[src/rtl/dsp_capture_pkg.sv]
// Shared types and default widths for the BRAM capture sequencer.
package dsp_capture_pkg;

  typedef enum logic [1:0] {
    IDLE    = 2'd0,
    ARMED   = 2'd1,
    CAPTURE = 2'd2,
    DONE    = 2'd3
  } capture_state_t;

  localparam int unsigned CAP_ADDRWIDTH = 13;
  localparam int unsigned CAP_DATAWIDTH = 64;

endpackage

[src/rtl/capture_trig_detect.sv]
// Trigger source merge for the capture sequencer: software pulse, immediate mode,
// or a rising edge on the external trigger level. Only fires while armed.
module capture_trig_detect
  import dsp_capture_pkg::*;
(
  input  logic clk,
  input  logic reset,
  input  logic armed,
  input  logic trig_mode,
  input  logic trig_in,
  input  logic sw_trig,
  output logic trig_evt
);

  logic trig_in_q;

  // Previous trigger level, tracked every cycle so a level already high at arm is not an edge
  always_ff @(posedge clk or posedge reset) begin
    if (reset) begin
      trig_in_q <= 1'b0;
    end else begin
      trig_in_q <= trig_in;
    end
  end

  assign trig_evt = armed & (sw_trig | ~trig_mode | (trig_in & ~trig_in_q));

endmodule

[src/rtl/bram_capture_ctrl.sv]
// Arm/trigger/capture sequencer driving a to-host BRAM write port.
// After arm it waits for a trigger, then writes exactly nsamp_eff samples of din
// starting at address 0, never wrapping. Optional decimation via CAPTURE_DECIM_EN.
module bram_capture_ctrl
  import dsp_capture_pkg::*;
#(
  parameter int unsigned ADDRWIDTH = CAP_ADDRWIDTH,
  parameter int unsigned DATAWIDTH = CAP_DATAWIDTH
`ifdef CAPTURE_DECIM_EN
  ,
  parameter int unsigned DECIMWIDTH = 8
`endif
) (
  input  logic                   clk,
  input  logic                   reset,
  input  logic                   arm,
  input  logic                   abort,
  input  logic                   trig_mode,
  input  logic                   trig_in,
  input  logic                   sw_trig,
  input  logic [ADDRWIDTH:0]     nsamp,
`ifdef CAPTURE_DECIM_EN
  input  logic [DECIMWIDTH-1:0]  decim,
`endif
  input  logic [DATAWIDTH-1:0]   din,
  output logic [ADDRWIDTH-1:0]   bram_addr,
  output logic [DATAWIDTH-1:0]   bram_data,
  output logic [DATAWIDTH/8-1:0] bram_we,
  output logic                   busy,
  output logic                   done,
  output logic [ADDRWIDTH:0]     wr_count,
  output logic [1:0]             state
);

  localparam int unsigned WeWidth = DATAWIDTH / 8;
  localparam logic [ADDRWIDTH:0] Depth   = {1'b1, {ADDRWIDTH{1'b0}}};
  localparam logic [ADDRWIDTH:0] CntOne  = {{ADDRWIDTH{1'b0}}, 1'b1};

  // 0 and anything beyond the buffer both mean "fill the whole buffer"
  function automatic logic [ADDRWIDTH:0] clamp_nsamp(input logic [ADDRWIDTH:0] n);
    if (n == '0 || n > Depth) return Depth;
    return n;
  endfunction

  capture_state_t         state_q, state_d;
  logic [ADDRWIDTH:0]     nsamp_q;
  logic [ADDRWIDTH:0]     wr_count_q;
  logic [ADDRWIDTH-1:0]   addr_q;
  logic [DATAWIDTH-1:0]   data_q;
  logic                   we_q;
  logic                   trig_evt;
  logic                   accept;
  logic                   start;
  logic                   dec_hit;

  capture_trig_detect u_trig (
    .clk       (clk),
    .reset     (reset),
    .armed     (state_q == ARMED),
    .trig_mode (trig_mode),
    .trig_in   (trig_in),
    .sw_trig   (sw_trig),
    .trig_evt  (trig_evt)
  );

`ifdef CAPTURE_DECIM_EN
  logic [DECIMWIDTH-1:0] decim_q;
  logic [DECIMWIDTH-1:0] dec_cnt_q;

  assign dec_hit = (dec_cnt_q == '0);

  // Decimation down-counter: reloaded on every accepted sample, counts down between them
  always_ff @(posedge clk or posedge reset) begin
    if (reset) begin
      decim_q   <= '0;
      dec_cnt_q <= '0;
    end else begin
      if (start) decim_q <= decim;
      if (accept) begin
        dec_cnt_q <= decim_q;
      end else if (state_q == CAPTURE && dec_cnt_q != '0) begin
        dec_cnt_q <= dec_cnt_q - {{(DECIMWIDTH-1){1'b0}}, 1'b1};
      end
    end
  end
`else
  assign dec_hit = 1'b1;
`endif

  // FSM state register
  always_ff @(posedge clk or posedge reset) begin
    if (reset) begin
      state_q <= IDLE;
    end else begin
      state_q <= state_d;
    end
  end

  // Next state plus sample-accept and arm-start strobes; abort overrides everything
  always_comb begin
    state_d = state_q;
    accept  = 1'b0;
    start   = 1'b0;
    unique case (state_q)
      IDLE, DONE: begin
        if (arm) begin
          state_d = ARMED;
          start   = 1'b1;
        end
      end
      ARMED: begin
        // Trigger cycle's din is sample 0
        if (trig_evt) begin
          state_d = CAPTURE;
          accept  = 1'b1;
        end
      end
      CAPTURE: begin
        // wr_count reaches nsamp in the cycle the final write is visible
        if (wr_count_q == nsamp_q) begin
          state_d = DONE;
        end else begin
          accept = dec_hit;
        end
      end
      default: state_d = IDLE;
    endcase
    if (abort) begin
      state_d = IDLE;
      accept  = 1'b0;
      start   = 1'b0;
    end
  end

  // Write port registers: one-cycle din-to-BRAM latency, address and data hold between writes
  always_ff @(posedge clk or posedge reset) begin
    if (reset) begin
      nsamp_q    <= '0;
      wr_count_q <= '0;
      addr_q     <= '0;
      data_q     <= '0;
      we_q       <= 1'b0;
    end else begin
      we_q <= accept;
      if (start) begin
        wr_count_q <= '0;
        nsamp_q    <= clamp_nsamp(nsamp);
      end
      if (accept) begin
        addr_q     <= wr_count_q[ADDRWIDTH-1:0];
        data_q     <= din;
        wr_count_q <= wr_count_q + CntOne;
      end
    end
  end

  assign bram_addr = addr_q;
  assign bram_data = data_q;
  assign bram_we   = {WeWidth{we_q}};
  assign busy      = (state_q == ARMED) || (state_q == CAPTURE);
  assign done      = (state_q == DONE);
  assign wr_count  = wr_count_q;
  assign state     = state_q;

endmodule

[config.mk]
export PLATFORM = sky130hd
export DESIGN_NAME = bram_capture_ctrl
export DESIGN_NICKNAME = d
export VERILOG_FILES = /design/src/rtl/dsp_capture_pkg.sv /design/src/rtl/capture_trig_detect.sv /design/src/rtl/bram_capture_ctrl.sv
export SDC_FILE = /design/constraint.sdc
export NUM_CORES = 1
export LEC_CHECK = 0
export ABC_AREA = 0
export BUFFER_PORTS_ARGS = -buffer_cell sky130_fd_sc_hd__buf_2
export CAP_MARGIN = 20
export CORE_MARGIN = 3
export CORE_UTILIZATION = 32
export CTS_CLUSTER_DIAMETER = 40
export DETAILED_ROUTE_END_ITERATION = 6
export PLACE_DENSITY = 0.61
export SKIP_LAST_GASP = 1
export SYNTH_ARGS = -nofsm -noshare
export SYNTH_HDL_FRONTEND = slang
export SYNTH_HIERARCHICAL = 1
export SYNTH_SLANG_ARGS = --single-unit
[constraint.sdc]
create_clock -name clk -period 4 [get_ports clk]
set_input_delay 0.6 -clock clk [delete_from_list [all_inputs] [get_ports clk]]
set_output_delay 0.6 -clock clk [all_outputs]
set_load 0.01 [all_outputs]
==> impl_metrics.env, run 1 <==
export IMPL_status="completed"
export IMPL_ys_ff_latch=109
export IMPL_hold_viol=0
export IMPL_die_w_microns=129
export IMPL_grt_max_degree=88
export IMPL_preCtsSetupSlack_ns=0.955
export IMPL_cts_clk_slew_worst_paths_ns=0.08
export IMPL_crit_type="reg -> reg"
export IMPL_ant_nets=0
export IMPL_final_area_sq_um=6250
export IMPL_critPathTopFamily="compound AO/OA/AOI/OAI gates"
export IMPL_insertion_delay_ns=0.35
export IMPL_ir_drop_uv=383
export IMPL_synth_edf_count=0
export IMPL_critPathCaptureType="flop"
export IMPL_cts_root_buf="clkbuf_16"
export IMPL_hp_class="in -> async"
export IMPL_cts_resized=0
export IMPL_antenna_found_initial=0
export IMPL_required_ns=4.26
export IMPL_fin_setup_tns_ns=0
export IMPL_crit_slowest_cell="o21ai_0"
export IMPL_cp_arrival_ns=3.08
export IMPL_cts_num_sinks=109
export IMPL_die_h_microns=129
export IMPL_hold_buffers=0
export IMPL_ys_async_sr_fraction_pct=100
export IMPL_nFillCells=1408
export IMPL_path_buf_inv=1
export IMPL_cts_htree_levels=3
export IMPL_path_cells="inv_1 -> ha_1 -> o31a_1 -> and2_1 -> o21ai_0 -> o21ai_1 -> o221ai_1"
export IMPL_core_area_sq_um=14600
export IMPL_dpl_hpwl_mm=9.28
export IMPL_io_pins=188
export IMPL_grt_total_usage_pct=14.9
export IMPL_final_cell_mix="187 x buf_2, 109 x dfrtp_1, 44 x mux2_2"
export IMPL_cts_tree="built"
export IMPL_hold_slack_ns=0.100
export IMPL_yosysUniqueCellTypes=40
export IMPL_ys_dominant_reg_cell="dfrtp_1"
export IMPL_via_per_inst=4.87
export IMPL_slew_headroom_pct=32.2
export IMPL_layout_commonest_cell="buf_2"
export IMPL_fin_cells=735
export IMPL_nets=636
export IMPL_syn_area_sq_um=4820
export IMPL_tightest_slew_ns=1.01
export IMPL_grt_pass1_wl_mm=19.5
export IMPL_wl_per_cell_microns=16.9
export IMPL_drv_slew=0
export IMPL_firstDrtPassIters=4
export IMPL_cp_slowest_stage_delay_ns=0.87
export IMPL_syn_instance_count=366
export IMPL_routed_wl_mm=12.4
export IMPL_cp_start_kind="flop"
export IMPL_grt_setup_unrepaired="false"
export IMPL_diodes=0
export IMPL_vias=3583
export IMPL_yosys_warnings=6
export IMPL_gp_congestion=0.794
export IMPL_drt_first_iter_violations=115
export IMPL_syn_avg_cell_area_sq_um=13.2
export IMPL_dieArea_sq_um=16600
export IMPL_setup_viol_count_final=0
export IMPL_fin_skew_ns=0.0161
export IMPL_p_leak_nw=3.16
export IMPL_cap_violations=0
export IMPL_finalWorstSetupSlack_ns=1.18
export IMPL_grt_overflow=0
export IMPL_synthToLayoutAreaGrowth_pct=29.8
export IMPL_dpl_instance_area_sq_um=5890
export IMPL_synth_seq_area_share_pct=56.6
export IMPL_cts_buffer_depth=2
export IMPL_synth_nets=456
export IMPL_postCtsSetupRepairBufs=0
export IMPL_finalCriticalPeriod_ns=2.82
export IMPL_dp_cells=718
export IMPL_io_buffers=187
export IMPL_start_util_pct=32.9
export IMPL_min_period_over_period_pct=70.4
export IMPL_powerDensity_nw_per_um2=694
export IMPL_fmax_ghz=0.355
export IMPL_cts_made_buffers=9
export IMPL_critPathMaxFanout=13
export IMPL_drive_gt1_share_pct=51.5
export IMPL_drcViolationCount=0
export IMPL_grt_pass1_vias=3660
export IMPL_rows=44
state kept, by name (all words and copies together), names as in the netlist:
signal	cells
we_q	1
state	2
nsamp_q	14
u_trig/trig_in_q	1
wr_count	14
bram_addr	13
bram_data	64
final timing paths:
check / cells after the start / startpoint / slack, ns / endpoint
setup / recovery: 7 / state[1]$_DFFE_PP0P_ / 1.18 / wr_count[10]$_DFFE_PP0P_
hold / removal: 2 / reset / 0.10 / u_trig/trig_in_q$_DFF_PP0_
setup reg to reg: 7 / state[1]$_DFFE_PP0P_ / 1.18 / wr_count[10]$_DFFE_PP0P_
hold reg to reg: 1 / bram_data[31]$_DFFE_PP0P_ / 0.51 / bram_data[31]$_DFFE_PP0P_
max in group asynchronous: 4 / reset / 2.83 / bram_data[16]$_DFFE_PP0P_
min in group clk: 1 / trig_in / 0.36 / u_trig/trig_in_q$_DFF_PP0_
cell usage after synthesis, types with 6 or more instances:
| library cell | count | area share (%) |
|---|---|---|
| dfrtp_1 | 109 | 57 |
| mux2_2 | 44 | 10 |
| mux2_4 | 27 | 8.4 |
| o21ai_0 | 26 | 2.7 |
| inv_1 | 16 | 1.2 |
| xnor2_1 | 16 | 2.9 |
| clkbuf_1 | 13 | 1.0 |
| nand2_1 | 12 | 0.93 |
| a22o_1 | 11 | 2.0 |
| nor2_1 | 10 | 0.78 |
| buf_4 | 9 | 1.4 |
| o221ai_1 | 7 | 1.3 |
| nand4_1 | 6 | 0.78 |
layer usage:
metal	part of all wire (%)	track usage, %	routed length (microns)
met1	42	19.1	5240
met2	52	25.3	6400
met3	5.2	4.07	647
met4	1.0	3.27	124
met5	0	0	0
report_power, final:
part	switching [mW]	internal [mW]
sequential	0.255	1.53
combinational	0.740	0.821
clock	0.420	0.572
logic make-up (layout without fill, tap and decap cells):
kind of cell / after synthesis / count (layout) / synth area share, %
xor+xnor: 17 / 17 / 3.09
simple gates: 56 / 56 / 6.13
flops: 109 / 109 / 56.6
compound gates: 63 / 63 / 9.09
fa+ha+maj: 5 / 5 / 1.30
mux: 74 / 74 / 19.3
buf+inv: 42 / 227 / 4.44
final cells by class:
class                      count  area (sq um)  area share, %
timing repair buffer         194          1020           16.3
clock inverter                 6          93.8           1.50
tap                          184           230           3.68
clock buffer                  10           239           3.82
sequential                   109          2730           43.6
multi-input combinational    215          1880           30.0
inverter                      17          66.3           1.06
per-stage QoR:
stage | utilization [%] | total power [mW]
3_3_place_gp | 40.2 | 3.32
5_1_grt | 42.7 | 4.61
6_report | 42.7 | 4.34
2_1_floorplan | - | 2.75
4_1_cts | 42.5 | 4.40
3_5_place_dp | 40.2 | 3.39
Power figures use the tool's default switching activity.
==> inputs of run 2 (changes only) <==
- clock period: 4 -> 2.78 ns (I/O delays scaled with it)
==> run 2 against run 1 <==
Against the previous run:
- cell area is 0.16% higher
- clock power is 35% higher
- sequential share of layout area is 0.070 points lower
- power is 41% higher
- sequential power is 44% higher
- utilization is 0.068 points higher
- via count is 1.7% lower
- largest cell class unchanged
- first-iteration DRC count is 43% higher
- clock-buffer cell count is 1 lower
==> impl_metrics.env, run 2 (same netlist as run 1, synthesis figures left out) <==
export IMPL_min_period_over_period_pct=88.2
export IMPL_grt_pass1_wl_mm=18.2
export IMPL_cts_root_buf="clkbuf_16"
export IMPL_cts_made_buffers=9
export IMPL_critPathCaptureType="flop"
export IMPL_hold_slack_ns=0.187
export IMPL_drt_first_iter_violations=164
export IMPL_rows=44
export IMPL_io_pins=188
export IMPL_final_area_sq_um=6260
export IMPL_cts_tree="built"
export IMPL_final_cell_mix="187 x buf_2, 109 x dfrtp_1, 44 x mux2_2"
export IMPL_drive_gt1_share_pct=51.7
export IMPL_firstDrtPassIters=4
export IMPL_finalPower_mw=6.14
export IMPL_cp_slowest_stage_delay_ns=0.48
export IMPL_start_util_pct=32.9
export IMPL_critPathMaxFanout=67
export IMPL_grt_total_usage_pct=13.9
export IMPL_p_leak_nw=3.16
export IMPL_nFillCells=1401
export IMPL_crit_type="reg -> reg"
export IMPL_dpl_hpwl_mm=8.71
export IMPL_cp_arrival_ns=2.69
export IMPL_drcViolationCount=0
export IMPL_cts_clk_slew_worst_paths_ns=0.08
export IMPL_finalCriticalPeriod_ns=2.45
export IMPL_gp_congestion=0.806
export IMPL_routed_wl_mm=11.8
export IMPL_fin_setup_tns_ns=0
export IMPL_io_buffers=187
export IMPL_insertion_delay_ns=0.35
export IMPL_grt_overflow=0
export IMPL_antenna_found_initial=0
export IMPL_cts_htree_levels=3
export IMPL_fmax_ghz=0.408
export IMPL_vias=3521
export IMPL_critPathTopFamily="buffers and inverters"
export IMPL_nets=640
export IMPL_status="completed"
export IMPL_wl_per_cell_microns=16.0
export IMPL_hold_viol=0
export IMPL_fin_cells=739
export IMPL_grt_pass1_vias=3440
export IMPL_drv_slew=0
export IMPL_ir_drop_uv=465
export IMPL_core_area_sq_um=14600
export IMPL_grt_max_degree=109
export IMPL_path_buf_inv=3
export IMPL_cts_num_sinks=109
export IMPL_die_h_microns=129
export IMPL_cp_start_kind="flop"
export IMPL_cts_buffer_depth=2
export IMPL_diodes=0
export IMPL_die_w_microns=129
export IMPL_synthToLayoutAreaGrowth_pct=30.0
export IMPL_via_per_inst=4.76
export IMPL_layout_commonest_cell="buf_2"
export IMPL_largest_reg_flops=64
export IMPL_crit_slowest_cell="and2_1"
export IMPL_slew_headroom_pct=54.4
export IMPL_ant_nets=0
export IMPL_hp_class="in -> reg"
export IMPL_dpl_instance_area_sq_um=5940
export IMPL_dieArea_sq_um=16600
export IMPL_tightest_slew_ns=0.682
export IMPL_cap_violations=0
export IMPL_required_ns=3.01
export IMPL_fin_skew_ns=0.00965
export IMPL_grt_setup_unrepaired="false"
export IMPL_powerDensity_nw_per_um2=980
export IMPL_dp_cells=722
export IMPL_setup_viol_count_final=0
export IMPL_path_cells="inv_1 -> ha_1 -> o31a_1 -> and2_1 -> o21ai_4 -> inv_2 -> buf_12 -> mux2_2"
run 2: cell count changes in the layout (fill, tap and decap cells not counted):
cell | before | now
bufinv_16 | 2 | 1
clkinvlp_4 | 0 | 2
buf_16 | 1 | 0
clkinv_4 | 2 | 1
clkinv_8 | 0 | 1
inv_6 | 0 | 2
buf_12 | 1 | 2
clkinv_2 | 1 | 0
buf_4 | 5 | 8
clkbuf_8 | 1 | 0
dlygate4sd3_1 | 0 | 1
inv_4 | 1 | 0
run 2: worst paths after layout:
check	cells after the start	slack [ns]	to	startpoint
worst max-delay path	8	0.33	bram_data[30]$_DFFE_PP0P_	state[1]$_DFFE_PP0P_
worst min-delay path	1	0.19	u_trig/trig_in_q$_DFF_PP0_	trig_in
worst max register to register	8	0.33	bram_data[30]$_DFFE_PP0P_	state[1]$_DFFE_PP0P_
worst min register to register	2	0.50	bram_addr[10]$_DFFE_PP0P_	bram_addr[10]$_DFFE_PP0P_
max in group asynchronous	4	1.56	nsamp_q[13]$_DFFE_PP0P_	reset
min in group asynchronous	3	0.47	u_trig/trig_in_q$_DFF_PP0_	reset
run 2: power by group:
part / switching (mW) / leakage, nW / internal, mW
Clock: 0.621 / 0.151 / 0.721
Sequential: 0.356 / 1.42 / 2.20
Combinational: 1.05 / 1.59 / 1.19
Total: 2.03 / 3.16 / 4.11
run 2: area by class of cell:
type / instances / area, sq um / share of cell area (%)
flip-flops and latches: 109 / 2730 / 43.5
multi-input cells: 215 / 1880 / 29.9
repair buffers: 198 / 1050 / 16.7
well taps: 184 / 230 / 3.68
clock buffers: 9 / 225 / 3.60
clock inverters: 7 / 91.3 / 1.46
inverters: 17 / 67.6 / 1.08
run 2: repair_timing:
item | in CTS | in global routing
resized for setup | 0 | 0
hold buffers | 1 | 0
setup buffers | 0 | 0
hold endpoints to repair | 1 | 0
run 2: per-stage QoR:
| stage | util [%] | worst slack, ns |
|---|---|---|
| 3_5_place_dp | 40.5 | 0.376 |
| 3_3_place_gp | 40.5 | 0.438 |
| 2_1_floorplan | - | 0.492 |
| 4_1_cts | 42.8 | 0.334 |
| 5_1_grt | 42.8 | 0.0995 |
| 6_report | 42.8 | 0.329 |
run 2: worst reg2reg max path: stages (launching register included):
cell and delay (ns):
dfrtp_1 0.42, inv_1 0.11, ha_1 0.18, o31a_1 0.16
and2_1 0.48, o21ai_4 0.12, inv_2 0.08, buf_12 0.34
mux2_2 0.45
run 2: metal layers:
metal	global-route usage, %	vias to the layer above	wire [microns]
li1	-	1673	-
met1	18.4	1702	5080
met2	21.9	129	5720
met3	4.19	17	830
met4	4.69	0	212
met5	0	-	0
==> inputs of run 3 (changes only) <==
- REMOVE_ABC_BUFFERS: unset -> 1
==> run 3 against run 2 <==
Against the previous run:
- power increased by 3.0%
- non-clock buffer count increased by 5
- critical path depth unchanged
- cell area increased by 1.3%
- clock skew increased by 0.0032 ns
- first-iteration DRC count decreased by 12%
- critical endpoint is now bram_data[45]$_DFFE_PP0P_
==> impl_metrics.env, run 3 (same netlist as run 1, synthesis figures left out) <==
export IMPL_drt_first_iter_violations=144
export IMPL_finalCoreUtilization_pct=43.3
export IMPL_dpl_hpwl_mm=9.42
export IMPL_status="completed"
export IMPL_ant_nets=0
export IMPL_cts_tree="built"
export IMPL_gp_congestion=0.875
export IMPL_drv_slew=0
export IMPL_grt_pass1_vias=3591
export IMPL_reg2reg_depth=8
export IMPL_routed_wl_mm=12.4
export IMPL_reg2reg_to="bram_data[45]$_DFFE_PP0P_"
export IMPL_final_cell_mix="187 x buf_2, 109 x dfrtp_1, 44 x mux2_2"
export IMPL_crit_type="reg -> reg"
export IMPL_fmax_ghz=0.398
export IMPL_hp_class="in -> reg"
export IMPL_insertion_delay_ns=0.35
export IMPL_grt_overflow=0
export IMPL_fin_skew_ns=0.0129
export IMPL_critPathCaptureType="flop"
export IMPL_grt_setup_unrepaired="false"
export IMPL_core_area_sq_um=14600
export IMPL_seq_power_share_pct=40.5
export IMPL_p_int_mw=4.33
export IMPL_nets=645
export IMPL_p_clk_share_pct=23.7
export IMPL_p_leak_nw=3.21
export IMPL_cts_buffer_depth=2
export IMPL_wl_per_cell_microns=16.7
export IMPL_dieArea_sq_um=16600
export IMPL_rows=44
export IMPL_vias=3530
export IMPL_grt_total_usage_pct=14.5
export IMPL_fin_setup_tns_ns=0
export IMPL_finalPower_mw=6.32
export IMPL_required_ns=3.01
export IMPL_cts_htree_levels=3
export IMPL_start_util_pct=32.9
export IMPL_grt_pass1_wl_mm=19.0
export IMPL_cp_arrival_ns=2.75
export IMPL_layout_commonest_cell="buf_2"
export IMPL_grt_max_degree=48
export IMPL_r2r_slack_ns=0.27
export IMPL_synthToLayoutAreaGrowth_pct=31.7
export IMPL_io_pins=188
export IMPL_cts_root_buf="clkbuf_16"
export IMPL_ir_drop_uv=385
export IMPL_critPathMaxFanout=33
export IMPL_postCtsSetupRepairBufs=0
export IMPL_startpoint="state[1]$_DFFE_PP0P_"
export IMPL_die_w_microns=129
export IMPL_firstDrtPassIters=4
export IMPL_cp_start_kind="flop"
export IMPL_setup_viol_count_final=0
export IMPL_cts_num_sinks=109
export IMPL_drcViolationCount=0
export IMPL_largest_reg_flops=64
export IMPL_die_h_microns=129
export IMPL_combPwrFrac_pct=35.7
export IMPL_cts_made_buffers=9
export IMPL_slew_headroom_pct=49.5
export IMPL_whs_path_depth=1
export IMPL_powerDensity_nw_per_um2=996
export IMPL_final_area_sq_um=6340
export IMPL_finalCriticalPeriod_ns=2.51
export IMPL_dpl_instance_area_sq_um=5970
export IMPL_cts_clk_slew_worst_paths_ns=0.07
export IMPL_tightest_slew_ns=0.755
export IMPL_preCtsSetupSlack_ns=0.238
export IMPL_finalWorstSetupSlack_ns=0.267
export IMPL_crit_end="bram_data[45]$_DFFE_PP0P_"
export IMPL_cap_violations=0
export IMPL_diodes=0
export IMPL_switching_power_mw=1.99
export IMPL_switching_share_pct=31.5
export IMPL_io_buffers=187
export IMPL_min_period_over_period_pct=90.4
export IMPL_hold_viol=0
export IMPL_via_per_inst=4.74
export IMPL_drive_gt1_share_pct=52.3
export IMPL_reg2reg_from="state[1]$_DFFE_PP0P_"
export IMPL_antenna_found_initial=0
[run 3: cell types whose count changed in the layout (fill, tap and decap cells not counted)]
cell,change
clkbuf_8,+2
bufinv_16,+2
inv_4,+1
clkinvlp_4,-2
inv_8,-1
clkinv_4,-1
buf_4,+5
inv_6,-1
o21ai_2,+1
clkinv_8,-1
clkinv_2,+1
o21ai_1,-1
[run 3: worst min-delay path by stage]
stage / startpoint / to / slack [ns]
floorplan: reset / u_trig/trig_in_q$_DFF_PP0_ / 0.15
global placement: reset / u_trig/trig_in_q$_DFF_PP0_ / 0.28
detailed placement: reset / u_trig/trig_in_q$_DFF_PP0_ / 0.29
CTS: trig_in / u_trig/trig_in_q$_DFF_PP0_ / 0.16
global route: trig_in / u_trig/trig_in_q$_DFF_PP0_ / 0.17
finish: trig_in / u_trig/trig_in_q$_DFF_PP0_ / 0.18
[run 3: through the flow]
stage / hold WS (ns) / cells
2_1_floorplan: 0.146 / 341
3_3_place_gp: 0.282 / 727
3_5_place_dp: 0.287 / 727
4_1_cts: 0.165 / 744
5_1_grt: 0.168 / 744
6_report: 0.181 / 744
[run 3: timing repair]
| action | CTS | global route |
|---|---|---|
| endpoints found under the setup margin | 0 | 2 |
| hold buffers | 1 | 0 |
| gates resized for setup | 0 | 1 |
| endpoints found under the hold margin | 1 | 0 |
[run 3: worst max-delay path, cell delays in order (launching register included)]
cell,delay [ns]
dfrtp_1,0.42
inv_1,0.11
ha_1,0.19
o31a_1,0.15
and2_1,0.46
o21ai_4,0.12
inv_2,0.27
buf_12,0.28
mux2_2,0.37
[run 3: power groups by stage]
| stage | clock [mW] | combinational (mW) | sequential [mW] |
|---|---|---|---|
| 3_5_place_dp | 0 | 2.29 | 2.58 |
| 2_1_floorplan | 0 | 1.11 | 2.80 |
| 5_1_grt | 1.61 | 2.45 | 2.64 |
| 4_1_cts | 1.55 | 2.29 | 2.57 |
| 6_report | 1.50 | 2.26 | 2.56 |
| 3_3_place_gp | 0 | 2.23 | 2.56 |
[run 3: layout make-up]
class / instances / area [sq um]
clock inverter: 5 / 104
sequential: 109 / 2730
clock buffer: 11 / 253
tap: 184 / 230
timing repair buffer: 203 / 1080
fill: 1407 / 8300
multi-input combinational: 215 / 1880
inverter: 17 / 66.3
[run 3: routing by layer]
metal | up-vias | GRT usage (%) | part of all wire, %
met3 | 16 | 3.40 | 4.9
met2 | 95 | 23.9 | 50
li1 | 1687 | - | -
met5 | - | 0 | 0
met1 | 1732 | 18.9 | 44
met4 | 0 | 5.00 | 1.4
